$ cat config.mk
export PLATFORM = sky130hd
export DESIGN_NAME = ff_debounce_edge
export DESIGN_NICKNAME = d
export VERILOG_FILES = /design/src/rtl/ff_pkg.sv /design/src/rtl/ff_sync_chain.sv /design/src/rtl/ff_debounce_edge.sv
export SDC_FILE = /design/constraint.sdc
export NUM_CORES = 1
export LEC_CHECK = 0
export CAP_MARGIN = 20
export CORE_AREA = 8 8 45 47
export DETAILED_ROUTE_END_ITERATION = 7
export DIE_AREA = 0 0 53 55
export GPL_TIMING_DRIVEN = 1
export PLACE_DENSITY_LB_ADDON = 0.2
export SYNTH_ARGS = -nofsm -noshare
export SYNTH_HDL_FRONTEND = slang
export SYNTH_SLANG_ARGS = --single-unit
export TNS_END_PERCENT = 50
$ cat constraint.sdc
create_clock -name clk -period 1.2 [get_ports clk]
set_input_delay 0.18 -clock clk [delete_from_list [all_inputs] [get_ports clk]]
set_output_delay 0.18 -clock clk [all_outputs]
set_load 0.1 [all_outputs]
$ cat src/rtl/ff_pkg.sv
// Shared definitions for the flip-flop conditioning library: the debounce
// FSM state encoding and the counter-width helper.
package ff_pkg;

    typedef enum logic {
        ST_STABLE  = 1'b0,
        ST_PENDING = 1'b1
    } deb_state_t;

    // Width of a counter that must represent 0..n (at least one bit).
    function automatic int cnt_width(input int n);
        if (n < 1) begin
            return 1;
        end else begin
            return $clog2(n + 1);
        end
    endfunction

endpackage

$ cat src/rtl/ff_sync_chain.sv
// Multi-stage synchroniser: shifts d through STAGES registers; q is the
// last stage. All stages load INIT on a synchronous reset.
module ff_sync_chain #(
    parameter int   STAGES = 2,
    parameter logic INIT   = 1'b0
) (
    input  logic clk,
    input  logic rst,
    input  logic d,
    output logic q
);

    logic [STAGES-1:0] stage_r;

    generate
        if (STAGES == 1) begin : g_single
            // Single register stage, synchronous reset to INIT.
            always_ff @(posedge clk) begin
                if (rst) begin
                    stage_r <= INIT;
                end else begin
                    stage_r <= d;
                end
            end
        end else begin : g_multi
            // Shift register, newest sample enters at bit 0.
            always_ff @(posedge clk) begin
                if (rst) begin
                    stage_r <= {STAGES{INIT}};
                end else begin
                    stage_r <= {stage_r[STAGES-2:0], d};
                end
            end
        end
    endgenerate

    assign q = stage_r[STAGES-1];

endmodule

$ cat src/rtl/ff_debounce_edge.sv
// Debounce and edge detector: synchronises D, accepts a level change only
// after it has held for DEBOUNCE_CYCLES consecutive clocks, and emits
// one-cycle rise/fall pulses on each accepted change.
module ff_debounce_edge
    import ff_pkg::*;
#(
    parameter int   SYNC_STAGES     = 2,
    parameter int   DEBOUNCE_CYCLES = 4,
    parameter logic INIT            = 1'b0
) (
    input  logic clk,
    input  logic rst,
    input  logic D,
    output logic Q,
    output logic rise,
    output logic fall,
    output logic busy
);

    localparam int            CW       = cnt_width(DEBOUNCE_CYCLES);
    localparam logic [CW-1:0] CNT_ONE  = CW'(1);
    localparam logic [CW-1:0] CNT_LAST = CW'(DEBOUNCE_CYCLES - 1);
    localparam logic [CW-1:0] CNT_ZERO = {CW{1'b0}};

    logic          sync_s;
    deb_state_t    state_r;
    logic [CW-1:0] cnt_r;
    logic          q_r;
    logic          rise_r;
    logic          fall_r;
    logic          busy_r;

    ff_sync_chain #(
        .STAGES (SYNC_STAGES),
        .INIT   (INIT)
    ) u_sync (
        .clk (clk),
        .rst (rst),
        .d   (D),
        .q   (sync_s)
    );

    // Debounce FSM, qualification counter and registered level/pulse outputs.
    always_ff @(posedge clk) begin
        if (rst) begin
            state_r <= ST_STABLE;
            cnt_r   <= CNT_ZERO;
            q_r     <= INIT;
            rise_r  <= 1'b0;
            fall_r  <= 1'b0;
            busy_r  <= 1'b0;
        end else begin
            // Pulses last exactly one cycle unless a toggle below re-arms one.
            rise_r <= 1'b0;
            fall_r <= 1'b0;
            case (state_r)
                ST_STABLE: begin
                    if (sync_s != q_r) begin
                        if (DEBOUNCE_CYCLES == 1) begin
                            // No qualification window: accept immediately.
                            q_r     <= ~q_r;
                            rise_r  <= ~q_r;
                            fall_r  <= q_r;
                            cnt_r   <= CNT_ZERO;
                            busy_r  <= 1'b0;
                        end else begin
                            state_r <= ST_PENDING;
                            cnt_r   <= CNT_ONE;
                            busy_r  <= 1'b1;
                        end
                    end else begin
                        cnt_r  <= CNT_ZERO;
                        busy_r <= 1'b0;
                    end
                end
                ST_PENDING: begin
                    if (sync_s == q_r) begin
                        // Bounce back to the current level: drop the candidate.
                        state_r <= ST_STABLE;
                        cnt_r   <= CNT_ZERO;
                        busy_r  <= 1'b0;
                    end else if (cnt_r == CNT_LAST) begin
                        // Held long enough: accept the new level.
                        q_r     <= ~q_r;
                        rise_r  <= ~q_r;
                        fall_r  <= q_r;
                        state_r <= ST_STABLE;
                        cnt_r   <= CNT_ZERO;
                        busy_r  <= 1'b0;
                    end else begin
                        cnt_r  <= cnt_r + CNT_ONE;
                        busy_r <= 1'b1;
                    end
                end
                default: begin
                    state_r <= ST_STABLE;
                    cnt_r   <= CNT_ZERO;
                    busy_r  <= 1'b0;
                end
            endcase
        end
    end

    assign Q    = q_r;
    assign rise = rise_r;
    assign fall = fall_r;
    assign busy = busy_r;

endmodule
## Yosys cells after proc, flatten, opt, wreduce, memory -nomap -nowiden

Index checks and enable logic that the tools add are counted.

- Add/sub/neg operators: 1
- $mul: 0
- Divide/modulo/power cells: 0
- Order comparisons: 0
- Equal/unequal tests: 3
- Shift operators: 0
- Mux-type cells: 8
- Bitwise logic cells: 4
- Reduce and logical (&&, ||, !) cells: 2

Operators by type and width:

| cell | count |
|---|---|
| 3-bit 2-to-1 mux | 2 |
| 3-bit one-hot mux with 2 select lines | 1 |
| 1-bit 2-to-1 mux | 4 |
| 1-bit NOT | 4 |
| 4-bit OR reduction | 1 |
| 3-bit by 1-bit adder with 3-bit output (second input constant) | 1 |
| 3-bit by 2-bit == test with 1-bit output (second input constant) | 1 |
| 3-bit AND reduction | 1 |
| 1-bit one-hot mux with 2 select lines | 1 |
| 1-bit == test | 1 |
| 1-bit inequality test | 1 |

- Flip-flop bits (word level): 9
- Latch bits: 0
- Bits in writable memories: 0
- ROM bits: 0
- Bits of input ports: 3
- Output and inout bits: 4
- Logic and storage cells: 24
- Memories: 0

## Logic depth before layout (Yosys ltp)

- Depth in word-level cells: 4
- Depth in mapped cells: 4
- Gate-level depth less buffers: 4

## Cells and area by module

Synthesis repeated with hierarchy kept, for this count alone.

- Cells, all modules: 27
- Area total of the unflattened synthesis: 320.3 um^2

Modules (own cells, without submodules):

| module | times used | cells an instance | area each (um^2) | seq. area each (um^2) |
|---|---|---|---|---|
| ff_debounce_edge | 1 | 23 | 267.8 | 140.1 |
| ff_sync_chain | 1 | 4 | 52.6 | 40.0 |

## Worst setup path after synthesis

Ideal clock, no wire load.

- Path kind: reg2reg
- From: reg q_r, in the netlist Q
- To: reg cnt_r[1]
- Setup time: 0.092 ns
- Data arrival time: 1.455 ns
- Required time: 1.108 ns
- Setup slack: -0.348 ns
- Cell stages (with the launch flop): 3
- Buffers on the path: 0
- Period minus slack after synthesis: 1.548 ns
- Cells stage by stage: dfxtp_1 xnor2_1 nor4_1

- Cells in the longest elaborated chain, start to end: 3

Ends and longest elaborated chain:

| what | line | source |
|---|---|---|
| from (decl) | ff_debounce_edge.sv:28 | `logic q_r;` |
| from (signal assigned) | ff_debounce_edge.sv:61 | `q_r <= ~q_r;` |
| from (signal assigned) | ff_debounce_edge.sv:84 | `q_r <= ~q_r;` |
| 1-bit == test | ff_debounce_edge.sv:77 | `if (sync_s == q_r) begin` |
| 3-bit 2-to-1 mux | ff_debounce_edge.sv:77 |  |
| 3-bit one-hot mux with 2 select lines | ff_debounce_edge.sv:56 | `case (state_r)` |
| to (signal assigned) | ff_debounce_edge.sv:91 | `cnt_r <= cnt_r + CNT_ONE;` |
| to (decl) | ff_debounce_edge.sv:27 | `logic [CW-1:0] cnt_r;` |

Every way passes these cells.
A chain may end at the register's enable or synchronous reset.

## Worst setup path after layout

- From: reg cnt_r[0]
- To: reg q_r, in the netlist Q

- Cells in the longest elaborated chain, start to end: 2

Ends and longest elaborated chain:

| what | line | source |
|---|---|---|
| 3-bit by 2-bit == test with 1-bit output | ff_debounce_edge.sv:82 | `end else if (cnt_r == CNT_LAST) begin` |
| 3-bit AND reduction (no line) | n/a |  |

Every way passes these cells.

==> flow_summary.yaml <==
clocking:
  clk_path_buf_depth: 2
  htreeDepth: 1
  clock_latency_ns: 0.26
  cts_setup_buffers: 0
  cts_buffers: 3
  clockRootBuffer: "clkbuf_4"
  cts.sinks: 9
  clk_pin_slew_ns: 0.06
  cts_tree: "yes"
synthesis:
  synth_edf_count: 0
  avgSynthCellArea_um2: 11.26
  syn_nets: 33
  synth-seq-cells: 9
  yosys-top-cells-area: "dfxtp_1 (57%), ha_1 (7.9%), nor3b_1 (4.8%), nor2b_1 (4.0%), nor4_1 (4.0%)"
  netlist_area_um2: 315.3
  synthCells: 28
  yosysMostFrequentCell: "dfxtp_1"
  ys_seq_area_frac: 0.5714
  yosys-top-cells-count: "dfxtp_1 (9), ha_1 (2), nor2b_1 (2), nor3b_1 (2), nor4_1 (2)"
  ys_types: 16
  ys.flop_type: "dfxtp_1"
  synth_top_cell_area_share: 0.5714
  postSynth.asyncResetShare: 0
  yosysWarnings: 0
  synth_top_area_cell: "dfxtp_1"
setup_path:
  setup.worst_path.start: "cnt_r[0]$_SDFF_PP0_"
  timing.rr.start: "cnt_r[0]$_SDFF_PP0_"
  criticalPathCategory: "reg -> reg"
  max_stage_delay_ns: 0.32
  crit_path_cell_trace: "ha_1, ha_4, a21bo_2, a21oi_1"
  end_kind: "register"
  r2r_slack_ns: 0.08
  critPathLaunchType: "register"
  crit_fanout: 7
  cp_slowest_cell: "dfxtp_1"
  crit_required_ns: 1.39
  arrival_ns: 1.31
drt:
  ant_nets: 0
  drt_wl_total_um: 602
  via_count: 251
  first_pass_iters: 2
  routed_via_density: 4.564
  drtIter0Drc: 6
  drc_errors: 0
  wl_per_cell_um: 10.95
timing:
  rsz0062_at_grt: "true"
  hold_viol: 0
  setup_violations: 0
  finalMaxSlewViolations: 0
  fin_tns_setup_ns: 0
  setup_ws_ns: 0.07530
  whs_ns: 0.4442
  fin_crit_sh: 0.9372
  post-route-min-period_ns: 1.125
  fmax_ghz: 0.8891
  fin_skew_ns: 0.001633
  relSlewSlack: 0.7625
  worst-slew-pin-transition_ns: 0.3537
run:
  cap_violations: 0
global_routing:
  grt_max_degree: 9
  antenna_found_initial: 0
  grt_use_total: 0.05367
  overflow: 0
  grt_pass1_wl_mm: 1.055
  grt_pass1_vias: 255
place:
  routabilityCongestion: 0.6512
  place_ws_ns: 0.001633
  dp_hpwl_um: 470.9
  portBuffers: 6
floorplanning:
  start_util: 0.2278
  die_h_um: 55
  rows: 14
  fp.coreArea_um2: 1384
  dieArea_um2: 2915
  die_x_um: 53
  io_pins: 7
worst_hold_path:
  holdCritStartpoint: "u_sync.stage_r[0]$_SDFF_PP0_"
  hold_class: "reg -> reg"
outcome:
  status: "complete, no violations"
final_layout:
  syn2layout_area_growth_pct: 56.75
  drive_gt1_frac: 0.3590
  diodes: 0
  nets: 45
pwr:
  p_per_area_nw_per_um2: 1152
  p_leak_nw: 0.1715
  vdd_drop_max_mv: 0.4738
layout by cell type, fill, tap and decap left out, drive strengths merged:
| cell | synthesis | final |
|---|---|---|
| a211oi | 1 | 1 |
| a21bo | 1 | 1 |
| a21oi | 1 | 1 |
| buf | 0 | 5 |
| clkbuf | 0 | 4 |
| clkdlybuf4s50 | 0 | 2 |
| dfxtp | 9 | 9 |
| ha | 2 | 2 |
| inv | 1 | 1 |
| nand2 | 1 | 1 |
| nand2b | 1 | 1 |
| nand3 | 1 | 1 |
| nand3b | 1 | 1 |
| nor2b | 2 | 2 |
| nor3 | 1 | 1 |
| nor3b | 2 | 2 |
| nor4 | 2 | 2 |
| o21a | 1 | 1 |
| xnor2 | 1 | 1 |
state kept, by name (all words and copies together), names as in the netlist:
name / cells
u_sync.stage_r: 2
fall: 1
rise: 1
busy: 1
Q: 1
cnt_r: 3
cells by family after synthesis:
kind of cell             count (synthesis)  share of synthesized area
buffers and inverters                    1                    0.01189
AO/OA/AOI/OAI                            4                    0.09524
flip-flops                               9                     0.5714
AND/OR/NAND/NOR                         11                     0.2142
XOR/XNOR                                 1                    0.02778
adder cells (fa/ha/maj)                  2                    0.07935
routing by layer:
| metal | up-vias | track usage | wire length, um |
|---|---|---|---|
| met5 | - | 0 | 0 |
| met4 | 0 | 0.07759 | 36 |
| met3 | 5 | 0.02674 | 49 |
| met2 | 8 | 0.07617 | 278 |
| met1 | 116 | 0.04740 | 238 |
| li1 | 122 | - | - |
critical path: cells and delay by family, from the launching register on:
family                     cells  cell delay, ns
DFF                            1            0.32
AOI/OAI and AO/OA              2            0.31
adders and majority gates      2            0.42
area by class of cell:
| type | count | area (um2) |
|---|---|---|
| fill | 144 | 889.6 |
| sequential | 9 | 182.7 |
| multi-input combinational | 18 | 153.9 |
| timing repair buffer | 7 | 107.6 |
| clock buffer | 4 | 26.28 |
| tap | 16 | 20.02 |
| inverter | 1 | 3.754 |
what timing repair did:
| item | 4_1_cts | 5_1_grt |
|---|---|---|
| hold buffers | 0 | 0 |
| endpoints found under the hold margin | 0 | 0 |
| setup endpoints to repair | 4 | 2 |
| cloned | 0 | 0 |
| gates resized for setup | 1 | 3 |
per-stage QoR:
stage | cell area (um2) | instances | power (mW) | utilization
after detailed placement | 445.4 | 51 | 0.3453 | 0.3219
final | 494.2 | 55 | 0.5695 | 0.3571
after global routing | 494.2 | 55 | 0.5996 | 0.3571
after global placement | 445.4 | 51 | 0.3442 | 0.3219
after CTS | 474.2 | 55 | 0.5816 | 0.3427
after floorplan | 317.8 | 28 | 0.3272 | -
power by group:
part           internal (mW)  total [mW]  leakage (nW)  switching, mW
sequential             0.304       0.309        0.0740        0.00504
combinational         0.0159      0.0295        0.0825         0.0136
clock                  0.128       0.231        0.0150          0.103
worst paths after layout:
check,to,cells past startpoint
min,u_sync.stage_r[1]$_SDFF_PP0_,1
max,Q$_SDFFE_PP0P_,4
max reg2reg,Q$_SDFFE_PP0P_,4
min reg2reg,u_sync.stage_r[1]$_SDFF_PP0_,1
Power figures use the tool's default switching activity.
